## src/rtl/uart_tx_framer_if.sv

```systemverilog
// Word handshake between a producer and the UART transmit framer.
// The producer drives tx_valid/tx_data; the framer answers with tx_ready.
interface uart_tx_framer_if #(
  parameter int DATA_BITS = 8
);
  logic                 tx_valid;
  logic [DATA_BITS-1:0] tx_data;
  logic                 tx_ready;

  modport master (output tx_valid, output tx_data, input tx_ready);
  modport slave  (input tx_valid, input tx_data, output tx_ready);
endinterface

```

## src/rtl/uart_tx_framer.sv

```systemverilog
// RS-232 transmit framer: start bit, LSB-first payload, optional parity, 1 or 2 stop bits.
// Optional word buffer enabled by defining UART_TX_FIFO_EN.
module uart_tx_framer #(
  parameter int BAUD_DIV   = 10416,
  parameter int DATA_BITS  = 8,
  parameter int PARITY     = 0,
  parameter int STOP_BITS  = 1,
  parameter int FIFO_DEPTH = 16
) (
  input  logic              clk,
  input  logic              rst_n,
  uart_tx_framer_if.slave   bus,
  output logic              TxD,
  output logic              tx_busy,
  output logic              tx_done
);

  localparam int CW = (BAUD_DIV > 2) ? $clog2(BAUD_DIV) : 1;
  localparam logic [CW-1:0] BAUD_LAST = CW'(BAUD_DIV - 1);
  localparam logic [2:0]    DATA_LAST = 3'(DATA_BITS - 1);
  localparam logic [2:0]    STOP_LAST = 3'(STOP_BITS - 1);

  if (BAUD_DIV < 2) begin : g_bad_baud_div
    $error("uart_tx_framer: BAUD_DIV must be >= 2");
  end
  if (DATA_BITS < 5 || DATA_BITS > 8) begin : g_bad_data_bits
    $error("uart_tx_framer: DATA_BITS must be 5..8");
  end
  if (PARITY < 0 || PARITY > 2) begin : g_bad_parity
    $error("uart_tx_framer: PARITY must be 0, 1 or 2");
  end
  if (STOP_BITS != 1 && STOP_BITS != 2) begin : g_bad_stop_bits
    $error("uart_tx_framer: STOP_BITS must be 1 or 2");
  end

  typedef enum logic [2:0] {
    S_IDLE,
    S_START,
    S_DATA,
    S_PARITY,
    S_STOP
  } state_t;

  state_t               state_q, state_d;
  logic [CW-1:0]        baud_q, baud_d;
  logic [2:0]           bit_q, bit_d;
  logic [DATA_BITS-1:0] shift_q, shift_d;
  logic                 parity_q, parity_d;
  logic                 txd_q, txd_d;
  logic                 done_q, done_d;

  logic                 word_avail;
  logic [DATA_BITS-1:0] word_data;
  logic                 word_take;
  logic                 bit_end;

`ifdef UART_TX_FIFO_EN
  localparam int AW = $clog2(FIFO_DEPTH);

  if (FIFO_DEPTH < 2 || (FIFO_DEPTH & (FIFO_DEPTH - 1)) != 0) begin : g_bad_fifo_depth
    $error("uart_tx_framer: FIFO_DEPTH must be a power of two >= 2");
  end

  logic [DATA_BITS-1:0] fifo_mem [FIFO_DEPTH];
  logic [AW:0]          wr_q, rd_q;
  logic                 fifo_empty, fifo_full, push;

  // Pointers carry one extra wrap bit to tell full from empty.
  assign fifo_empty   = (wr_q == rd_q);
  assign fifo_full    = (wr_q[AW] != rd_q[AW]) && (wr_q[AW-1:0] == rd_q[AW-1:0]);
  assign bus.tx_ready = !rst_n || !fifo_full;
  assign push         = bus.tx_valid && !fifo_full;
  assign word_avail   = !fifo_empty;
  assign word_data    = fifo_mem[rd_q[AW-1:0]];

  always_ff @(posedge clk) begin
    if (!rst_n) begin
      wr_q <= '0;
      rd_q <= '0;
    end else begin
      if (push)      wr_q <= wr_q + 1'b1;
      if (word_take) rd_q <= rd_q + 1'b1;
    end
  end

  always_ff @(posedge clk) begin
    if (push) fifo_mem[wr_q[AW-1:0]] <= bus.tx_data;
  end
`else
  assign bus.tx_ready = !rst_n || (state_q == S_IDLE);
  assign word_avail   = bus.tx_valid && bus.tx_ready;
  assign word_data    = bus.tx_data;
`endif

  assign word_take = (state_q == S_IDLE) && word_avail;
  assign bit_end   = (baud_q == BAUD_LAST);

  always_comb begin
    state_d  = state_q;
    baud_d   = baud_q;
    bit_d    = bit_q;
    shift_d  = shift_q;
    parity_d = parity_q;
    done_d   = 1'b0;

    // Every transition happens on bit_end, so wrapping to 0 also restarts the count on state entry.
    if (state_q != S_IDLE) begin
      baud_d = bit_end ? '0 : baud_q + 1'b1;
    end

    case (state_q)
      S_IDLE: begin
        baud_d = '0;
        bit_d  = '0;
        if (word_take) begin
          state_d  = S_START;
          shift_d  = word_data;
          parity_d = (^word_data) ^ (PARITY == 1);
        end
      end
      S_START: begin
        if (bit_end) begin
          state_d = S_DATA;
          bit_d   = '0;
        end
      end
      S_DATA: begin
        if (bit_end) begin
          if (bit_q == DATA_LAST) begin
            bit_d   = '0;
            state_d = (PARITY != 0) ? S_PARITY : S_STOP;
          end else begin
            bit_d   = bit_q + 3'd1;
            shift_d = shift_q >> 1;
          end
        end
      end
      S_PARITY: begin
        if (bit_end) begin
          state_d = S_STOP;
          bit_d   = '0;
        end
      end
      S_STOP: begin
        if (bit_end) begin
          if (bit_q == STOP_LAST) begin
            state_d = S_IDLE;
            done_d  = 1'b1;
          end else begin
            bit_d = bit_q + 3'd1;
          end
        end
      end
      default: state_d = S_IDLE;
    endcase

    // TxD is registered from the upcoming state so the line changes together with the state.
    case (state_d)
      S_START:  txd_d = 1'b0;
      S_DATA:   txd_d = shift_d[0];
      S_PARITY: txd_d = parity_q;
      default:  txd_d = 1'b1;
    endcase
  end

  always_ff @(posedge clk) begin
    if (!rst_n) begin
      state_q  <= S_IDLE;
      baud_q   <= '0;
      bit_q    <= '0;
      shift_q  <= '0;
      parity_q <= 1'b0;
      txd_q    <= 1'b1;
      done_q   <= 1'b0;
    end else begin
      state_q  <= state_d;
      baud_q   <= baud_d;
      bit_q    <= bit_d;
      shift_q  <= shift_d;
      parity_q <= parity_d;
      txd_q    <= txd_d;
      done_q   <= done_d;
    end
  end

  assign TxD     = txd_q;
  assign tx_busy = (state_q != S_IDLE);
  assign tx_done = done_q;

endmodule

```

## src/flat_wrapper.sv

```systemverilog
// flat-port wrapper written by rule: the top's interface ports become plain ports
module uart_tx_framer_flat 
#(
  parameter int BAUD_DIV   = 10416,
  parameter int DATA_BITS  = 8,
  parameter int PARITY     = 0,
  parameter int STOP_BITS  = 1,
  parameter int FIFO_DEPTH = 16
)
  (clk, rst_n, TxD, tx_busy, tx_done, bus_tx_valid, bus_tx_data, bus_tx_ready);
  uart_tx_framer_if #(.DATA_BITS(DATA_BITS)) bus_i ();
  input  logic clk;
  input  logic rst_n;
  output logic TxD;
  output logic tx_busy;
  output logic tx_done;
  input wire logic [$bits(bus_i.tx_valid)-1:0] bus_tx_valid;
  input wire logic [$bits(bus_i.tx_data)-1:0] bus_tx_data;
  output wire logic [$bits(bus_i.tx_ready)-1:0] bus_tx_ready;
  assign bus_i.tx_valid = bus_tx_valid;
  assign bus_i.tx_data = bus_tx_data;
  assign bus_tx_ready = bus_i.tx_ready;
  uart_tx_framer #(.BAUD_DIV(BAUD_DIV), .DATA_BITS(DATA_BITS), .PARITY(PARITY), .STOP_BITS(STOP_BITS), .FIFO_DEPTH(FIFO_DEPTH)) u_core (.clk(clk), .rst_n(rst_n), .bus(bus_i), .TxD(TxD), .tx_busy(tx_busy), .tx_done(tx_done));
endmodule
```

## config.mk

```make
export PLATFORM = sky130hd
export DESIGN_NAME = uart_tx_framer_flat
export DESIGN_NICKNAME = d
export VERILOG_FILES = /design/src/rtl/uart_tx_framer_if.sv /design/src/rtl/uart_tx_framer.sv /design/src/flat_wrapper.sv
export SDC_FILE = /design/constraint.sdc
export NUM_CORES = 1
export LEC_CHECK = 0
export CAP_MARGIN = 20
export CORE_MARGIN = 10
export CORE_UTILIZATION = 32
export DETAILED_ROUTE_END_ITERATION = 12
export GPL_TIMING_DRIVEN = 0
export MAX_ROUTING_LAYER = met4
export PLACE_DENSITY = 0.58
export SETUP_SLACK_MARGIN = 0.5
export SYNTH_ARGS = -nofsm -noshare
export SYNTH_HDL_FRONTEND = slang
export SYNTH_SLANG_ARGS = --single-unit
```

## constraint.sdc

```tcl
create_clock -name clk -period 2.2 [get_ports clk]
set_input_delay 0.33 -clock clk [delete_from_list [all_inputs] [get_ports clk]]
set_output_delay 0.33 -clock clk [all_outputs]
set_load 0.02 [all_outputs]
```

==> impl_metrics.tcl, run 1 <==
set metrics [dict create \
    rows 26 \
    r2r_setup_slack_ns 0.35 \
    cts_tree "built" \
    h-tree-depth 2 \
    post-dp-hpwl_um 2650 \
    hold_class "flop to flop" \
    num_vias 1471 \
    syn2layout_area_growth_pct 41.3 \
    first_pass_iters 5 \
    total_power_mw 1.33 \
    synth_edf_count 0 \
    ys_types 45 \
    maxSlewViolCount 0 \
    synth_top_family_by_area "simple AND/OR/NAND/NOR gates" \
    period_share_pct 84.2 \
    critical_path_required_ns 2.38 \
    drt_iter0_drc 109 \
    status "complete, no violations" \
    grt_pass1_wl_um 6770 \
    finish.net_count 242 \
    dpl_worst_slack_ns 0.0305 \
    n_antenna_cell 0 \
    path_class "flop to flop" \
    yosys_warnings 0 \
    rsz0062_at_grt "yes" \
    synth-compound-area-share_pct 16.3 \
    hold_violations 0 \
    cts-hold-fix-buffers 0 \
    synth_seq_area_share_pct 37.2 \
    hold_ws_ns 0.483 \
    path_clk_slew_ns 0.07 \
    synthFlopType "dfxtp_1" \
    crit_path_end_kind "flop" \
    io_buffers 13 \
    numCtsBuffers 5 \
    synth_seq_cells 31 \
    leakagePower_nw 0.871 \
    cts-root-buf "clkbuf_8" \
    cts_num_sinks 31 \
    synth_nets 205 \
    antenna_found_initial 0 \
    clockBufferDepth 2 \
    min_period_ns 1.85 \
    grt_overflow 0 \
    initial_core_util_pct 32.8 \
    r2r_cells 7 \
    synth.area.top_cells "dfxtp_1 37%, xnor2_1 7.4%, nor2_1 5.2%, a21boi_0 3.6%, xor2_1 3.2%" \
    maxCapViolCount 0 \
    dp.cells 273 \
    place.gp.congestion 0.800 \
    critPathCapture "u_core.TxD$_SDFF_PN1_" \
    synth_top_area_share_pct 37.2 \
    wl_per_cell_um 13.8 \
    seqPwrFrac_pct 43.9 \
    yosys.area.top_type "dfxtp_1" \
    p_int_mw 1.02 \
    synth-async-reset-ratio_pct 0 \
    insertion_delay_ns 0.29 \
    critPathMaxFanout 6 \
    tightestPinTransition_ns 0.478 \
    critical_path_arrival_ns 2.03 \
    grt_pass1_vias 1428 \
    die_y_um 92.2 \
    startpoint "u_core.baud_q[1]$_SDFFE_PN0N_" \
    clock_power_share_pct 44.4 \
    tns_ns 0 \
    power_density_nw_per_um2 566 \
    net-switching-power_mw 0.312 \
    grt.total_usage_pct 10.1 \
    finalSetupViolations 0 \
    cp-start-kind "flop" \
    netlist_instances 190 \
    nFillCells 487 \
    fmax_ghz 0.540 \
    ant_nets 0 \
    postSynthAreaPerCell_um2 8.77 \
    syn-cell-area_um2 1670 \
    synth_fa_ha_area_share_pct 3.00 \
    grt_max_degree 11 \
    drive_gt1_share_pct 31.1 \
    die_w_um 92.2 \
    rr_endpoint "u_core.TxD$_SDFF_PN1_" \
    core-area_um2 5070 \
    yosys.area_share.simple_pct 26.5 \
    synthMuxAreaShare_pct 2.48 \
    p_comb_share_pct 11.7 \
    swShare_pct 23.4 \
    timing.final.ws_setup_ns 0.348 \
    instances_no_fill 298 \
    die-area_um2 8490 \
    r2r_start "u_core.baud_q[1]$_SDFFE_PN0N_" \
    vdd_ir_drop_max_uv 378 \
    ios 15 \
    drc 0 \
    avgViaCountPerCell 4.94 \
    wl_um 4110 \
    maxSlewHeadroom_pct 68.1 \
    fin_skew_ns 0.00444 \
    synth_xor_area_share_pct 10.5 \
]
-- through the flow --
step / util [%] / area, µm²
2_1_floorplan: - / 1690
3_3_place_gp: 37.6 / 1910
3_5_place_dp: 37.6 / 1910
4_1_cts: 43.5 / 2210
5_1_grt: 46.4 / 2350
6_report: 46.4 / 2350
-- layer usage --
| metal | track usage, % | routed length (µm) |
|---|---|---|
| met1 | 12.1 | 1930 |
| met2 | 14.9 | 1940 |
| met3 | 2.93 | 144 |
| met4 | 5.78 | 96 |
| met5 | - | 0 |
-- worst min-delay path by stage --
stage | start | end | slack (ns) | depth (start not counted)
3_5_place_dp | u_core.baud_q[0]$_SDFFE_PN0N_ | u_core.baud_q[0]$_SDFFE_PN0N_ | 0.42 | 1
6_report | u_core.shift_q[1]$_SDFFE_PN0P_ | u_core.shift_q[1]$_SDFFE_PN0P_ | 0.48 | 2
2_1_floorplan | u_core.baud_q[0]$_SDFFE_PN0N_ | u_core.baud_q[0]$_SDFFE_PN0N_ | 0.40 | 1
4_1_cts | rst_n | u_core.tx_done$_SDFF_PN0_ | 0.48 | 3
5_1_grt | u_core.shift_q[7]$_SDFFE_PN0P_ | u_core.shift_q[7]$_SDFFE_PN0P_ | 0.51 | 2
3_3_place_gp | u_core.baud_q[0]$_SDFFE_PN0N_ | u_core.baud_q[0]$_SDFFE_PN0N_ | 0.42 | 1
-- worst max-delay path: stages, from the launching register on --
cell,delay (ns)
dfxtp_2,0.35
ha_4,0.13
and3_4,0.18
buf_8,0.12
nand2_4,0.06
or4_4,0.50
a2111oi_4,0.31
o21ai_1,0.08
-- synthesized netlist by cell type (2+ instances only) --
library cell,number
or3_1,2
nand4_1,4
xnor2_1,14
a22oi_1,6
inv_1,6
nor4b_4,2
dfxtp_1,31
nor2_1,23
o21ai_0,8
nor3_1,2
o311a_1,2
nand2b_1,3
ha_1,4
buf_1,2
mux2i_1,3
and3_1,4
nand2_1,10
nand3_1,8
and2_1,2
clkbuf_1,7
buf_2,2
a2bb2oi_1,2
xor2_1,6
a21oi_1,3
nor2b_1,7
a21boi_0,8
-- power by group through the flow --
stage / Combinational, mW / Sequential (mW) / Clock (mW)
2_1_floorplan: 0.0845 / 0.598 / 0
3_3_place_gp: 0.134 / 0.599 / 0
3_5_place_dp: 0.133 / 0.599 / 0
4_1_cts: 0.144 / 0.585 / 0.605
5_1_grt: 0.170 / 0.587 / 0.626
6_report: 0.156 / 0.585 / 0.591
-- sequential cells by signal (all words and copies together) (netlist names) --
name	count
u_core.state_q	3
u_core.tx_done	1
u_core.parity_q	1
u_core.bit_q	3
u_core.baud_q	14
u_core.TxD	1
u_core.shift_q	8
-- layout make-up --
cell class / instances / area [µm²] / share of cell area, %
Buffer: 11 / 83.8 / 3.56
Timing Repair Buffer: 30 / 260 / 11.1
Sequential cell: 31 / 637 / 27.0
Inverter: 6 / 22.5 / 0.956
Clock inverter: 2 / 35.0 / 1.49
Multi-Input combinational cell: 142 / 1150 / 48.7
Tap cell: 70 / 87.6 / 3.72
Clock buffer: 6 / 82.6 / 3.51
-- repair_timing --
action,4_1_cts,5_1_grt
setup buffers,10,7
pin swaps,7,8
endpoints found under the setup margin,29,31
gates resized for setup,39,24
-- layout by cell type (no fill, tap or decap), types with 4 or more instances in the layout --
cell and n:
clkdlybuf4s50_1 11, a21boi_0 8, xnor2_1 14, dfxtp_1 20
buf_4 17, clkbuf_8 8, nand3_1 7, dfxtp_2 10
nor2_1 22, nand2_1 9, nor2b_1 7, inv_1 6
a22oi_1 6, xor2_1 6, nand4_1 4, o21ai_0 8
-- logic make-up (layout without fill, tap and decap cells) --
group	count (synthesis)	count (layout)
AOI/OAI and AO/OA	38	38
xor gates and xnor gates	20	20
adders and majority gates	4	4
buffers and inverters	17	55
DFF	31	31
muxes	4	4
and+or+nand+nor	76	76
Note: power is estimated with default switching activity, not from simulation.
==> run 2: changes to the inputs <==
PLACE_DENSITY = 0.6   (was 0.58)
clock period = 1.6 ns   (was 2.2 ns; I/O delays follow)
==> run 2 against run 1 <==
The flow now finishes with violations (setup timing). Die area stayed put. Non-clock buffer count is 16 higher. Worst hold slack worse by 0.030 ns. Setup slack lost 0.63 ns. First-iteration DRC count fell by 47%. Clock skew increased by 0.0019 ns. Via count increased by 6.7%. Critical path depth shrank 2.
==> impl_metrics.tcl, run 2 (synthesized netlist as in run 1, its figures left out) <==
set metrics [dict create \
    status "finished, violations left" \
    violations "setup timing" \
    ios 15 \
    cts-hold-fix-buffers 0 \
    drt_iter0_drc 58 \
    reg_top3 "u_core.baud_q (14), u_core.shift_q (8)" \
    hold_class "primary input to flop" \
    num_vias 1570 \
    hold_ws_ns 0.453 \
    crit_path_end_kind "flop" \
    cp_top_family "simple AND/OR/NAND/NOR gates" \
    largest_reg_flops 14 \
    grt_overflow 0 \
    first_pass_iters 4 \
    critical_path_arrival_ns 2.05 \
    n_antenna_cell 0 \
    drc 0 \
    min_period_ns 1.88 \
    cts_num_sinks 31 \
    place.gp.congestion 0.788 \
    rr_endpoint "u_core.TxD$_SDFF_PN1_" \
    rows 26 \
    cp-start-kind "flop" \
    mostFrequentLayoutCells "23 x buf_4, 19 x dfxtp_1, 14 x nor2_1, 14 x xnor2_1, 12 x buf_6" \
    period_share_pct 117 \
    crit_chain "or2_1 > buf_2 > or4_4 > a2111oi_4 > o21ai_1" \
    core-area_um2 5070 \
    top_register "u_core.baud_q" \
    grt_max_degree 11 \
    insertion_delay_ns 0.29 \
    grt_pass1_vias 1506 \
    instances_no_fill 315 \
    die_w_um 92.2 \
    path_buf_inv 1 \
    cpMaxStageDelayCell "or4_4" \
    dp.cells 273 \
    h-tree-depth 2 \
    finish.net_count 259 \
    whs_endpoint "u_core.shift_q[2]$_SDFFE_PN0P_" \
    rsz0062_at_grt "yes" \
    maxSlewViolCount 0 \
    antenna_found_initial 0 \
    numCtsBuffers 5 \
    maxCapViolCount 0 \
    maxSlewHeadroom_pct 63.8 \
    hold_start "rst_n" \
    die_y_um 92.2 \
    final_common_cell "buf_4" \
    initial_core_util_pct 32.8 \
    die-area_um2 8490 \
    drive_gt1_share_pct 42.4 \
    grt.total_usage_pct 10.8 \
    power_density_nw_per_um2 714 \
    finalSetupViolations 31 \
    hold_violations 0 \
    critPathMaxFanout 10 \
    timing.final.ws_setup_ns -0.278 \
    total_power_mw 1.87 \
    r2r_start "u_core.state_q[2]$_SDFF_PN0_" \
    path_class "flop to flop" \
    wl_per_cell_um 15.1 \
    vdd_ir_drop_max_uv 524 \
    avgViaCountPerCell 4.98 \
    wl_um 4750 \
    syn2layout_area_growth_pct 57.5 \
    cp.depth 5 \
    r2r_cells 5 \
    grt_pass1_wl_um 7380 \
    clockBufferDepth 2 \
    tightestPinTransition_ns 0.543 \
    fmax_ghz 0.532 \
    post-dp-hpwl_um 2710 \
    cts-root-buf "clkbuf_8" \
    leakagePower_nw 1.00 \
    critPathMaxStageDelay_ns 0.58 \
    r2r_setup_slack_ns -0.28 \
    ant_nets 0 \
    path_clk_slew_ns 0.07 \
    critical_path_required_ns 1.77 \
    min_path_cells 2 \
    cts_tree "built" \
    fin_skew_ns 0.00638 \
    io_buffers 13 \
]
==> run 2: cell types whose count changed in the layout (fill, tap and decap cells not counted), sizes merged <==
cell,change
nand4,+1
clkdlybuf4s50,-2
buf,+20
clkbuf,-2
==> run 2: layout make-up <==
class / count / area [µm²]
clock inverters: 2 / 35.0
well taps: 70 / 87.6
multi-input cells: 143 / 1230
inverters: 6 / 22.5
plain buffers: 11 / 93.8
repair buffers: 46 / 429
flip-flops and latches: 31 / 646
clock buffers: 6 / 82.6
fillers: 460 / 2450
==> run 2: worst register-to-register path, cell delays in order, from the launching register on <==
cell and delay [ns]:
dfxtp_2 0.36, or2_1 0.23, buf_2 0.20, or4_4 0.58, a2111oi_4 0.30, o21ai_1 0.09
==> run 2: what timing repair did <==
action,CTS,global route
resized for setup,50,60
endpoints found under the hold margin,0,0
endpoints found under the setup margin,35,35
pin swaps,9,20
setup buffers,12,19
gates cloned,2,1
==> run 2: metrics by stage <==
| stage | utilization, % | setup WS, ns | TNS (ns) | area [µm²] |
|---|---|---|---|---|
| 2_1_floorplan | - | -0.210 | -0.333 | 1730 |
| 3_3_place_gp | 38.4 | -0.386 | -7.14 | 1950 |
| 3_5_place_dp | 38.4 | -0.383 | -7.35 | 1950 |
| 4_1_cts | 45.7 | -0.271 | -2.69 | 2320 |
| 5_1_grt | 51.7 | -0.349 | -5.59 | 2630 |
| 6_report | 51.7 | -0.278 | -3.66 | 2630 |
==> run 2: how the worst max path moves through the flow <==
stage	startpoint	endpoint	slack, ns
finish	u_core.state_q[2]$_SDFF_PN0_	u_core.TxD$_SDFF_PN1_	-0.28
CTS	u_core.baud_q[0]$_SDFFE_PN0N_	u_core.TxD$_SDFF_PN1_	-0.27
global route	u_core.state_q[2]$_SDFF_PN0_	u_core.TxD$_SDFF_PN1_	-0.35
global placement	bus_tx_valid	u_core.TxD$_SDFF_PN1_	-0.39
floorplan	u_core.baud_q[9]$_SDFFE_PN0N_	u_core.TxD$_SDFF_PN1_	-0.21
detailed placement	bus_tx_valid	u_core.TxD$_SDFF_PN1_	-0.38
==> run 2: power breakdown <==
part	total (mW)	switching [mW]	internal, mW
clock	0.810	0.307	0.504
combinational	0.263	0.128	0.134
sequential	0.801	0.0137	0.788
total	1.87	0.449	1.43
==> run 2: routing by layer <==
metal	wire length (µm)	GRT usage [%]
met1	2190	12.8
met2	2390	17.8
met3	109	2.53
met4	58	3.47
met5	0	-
==> run 3: changes to the inputs <==
HOLD_SLACK_MARGIN = 0.05   (was unset)
==> results of run 3 <==
Same layout as run 2: the final DEF is identical, and so are final timing and power.
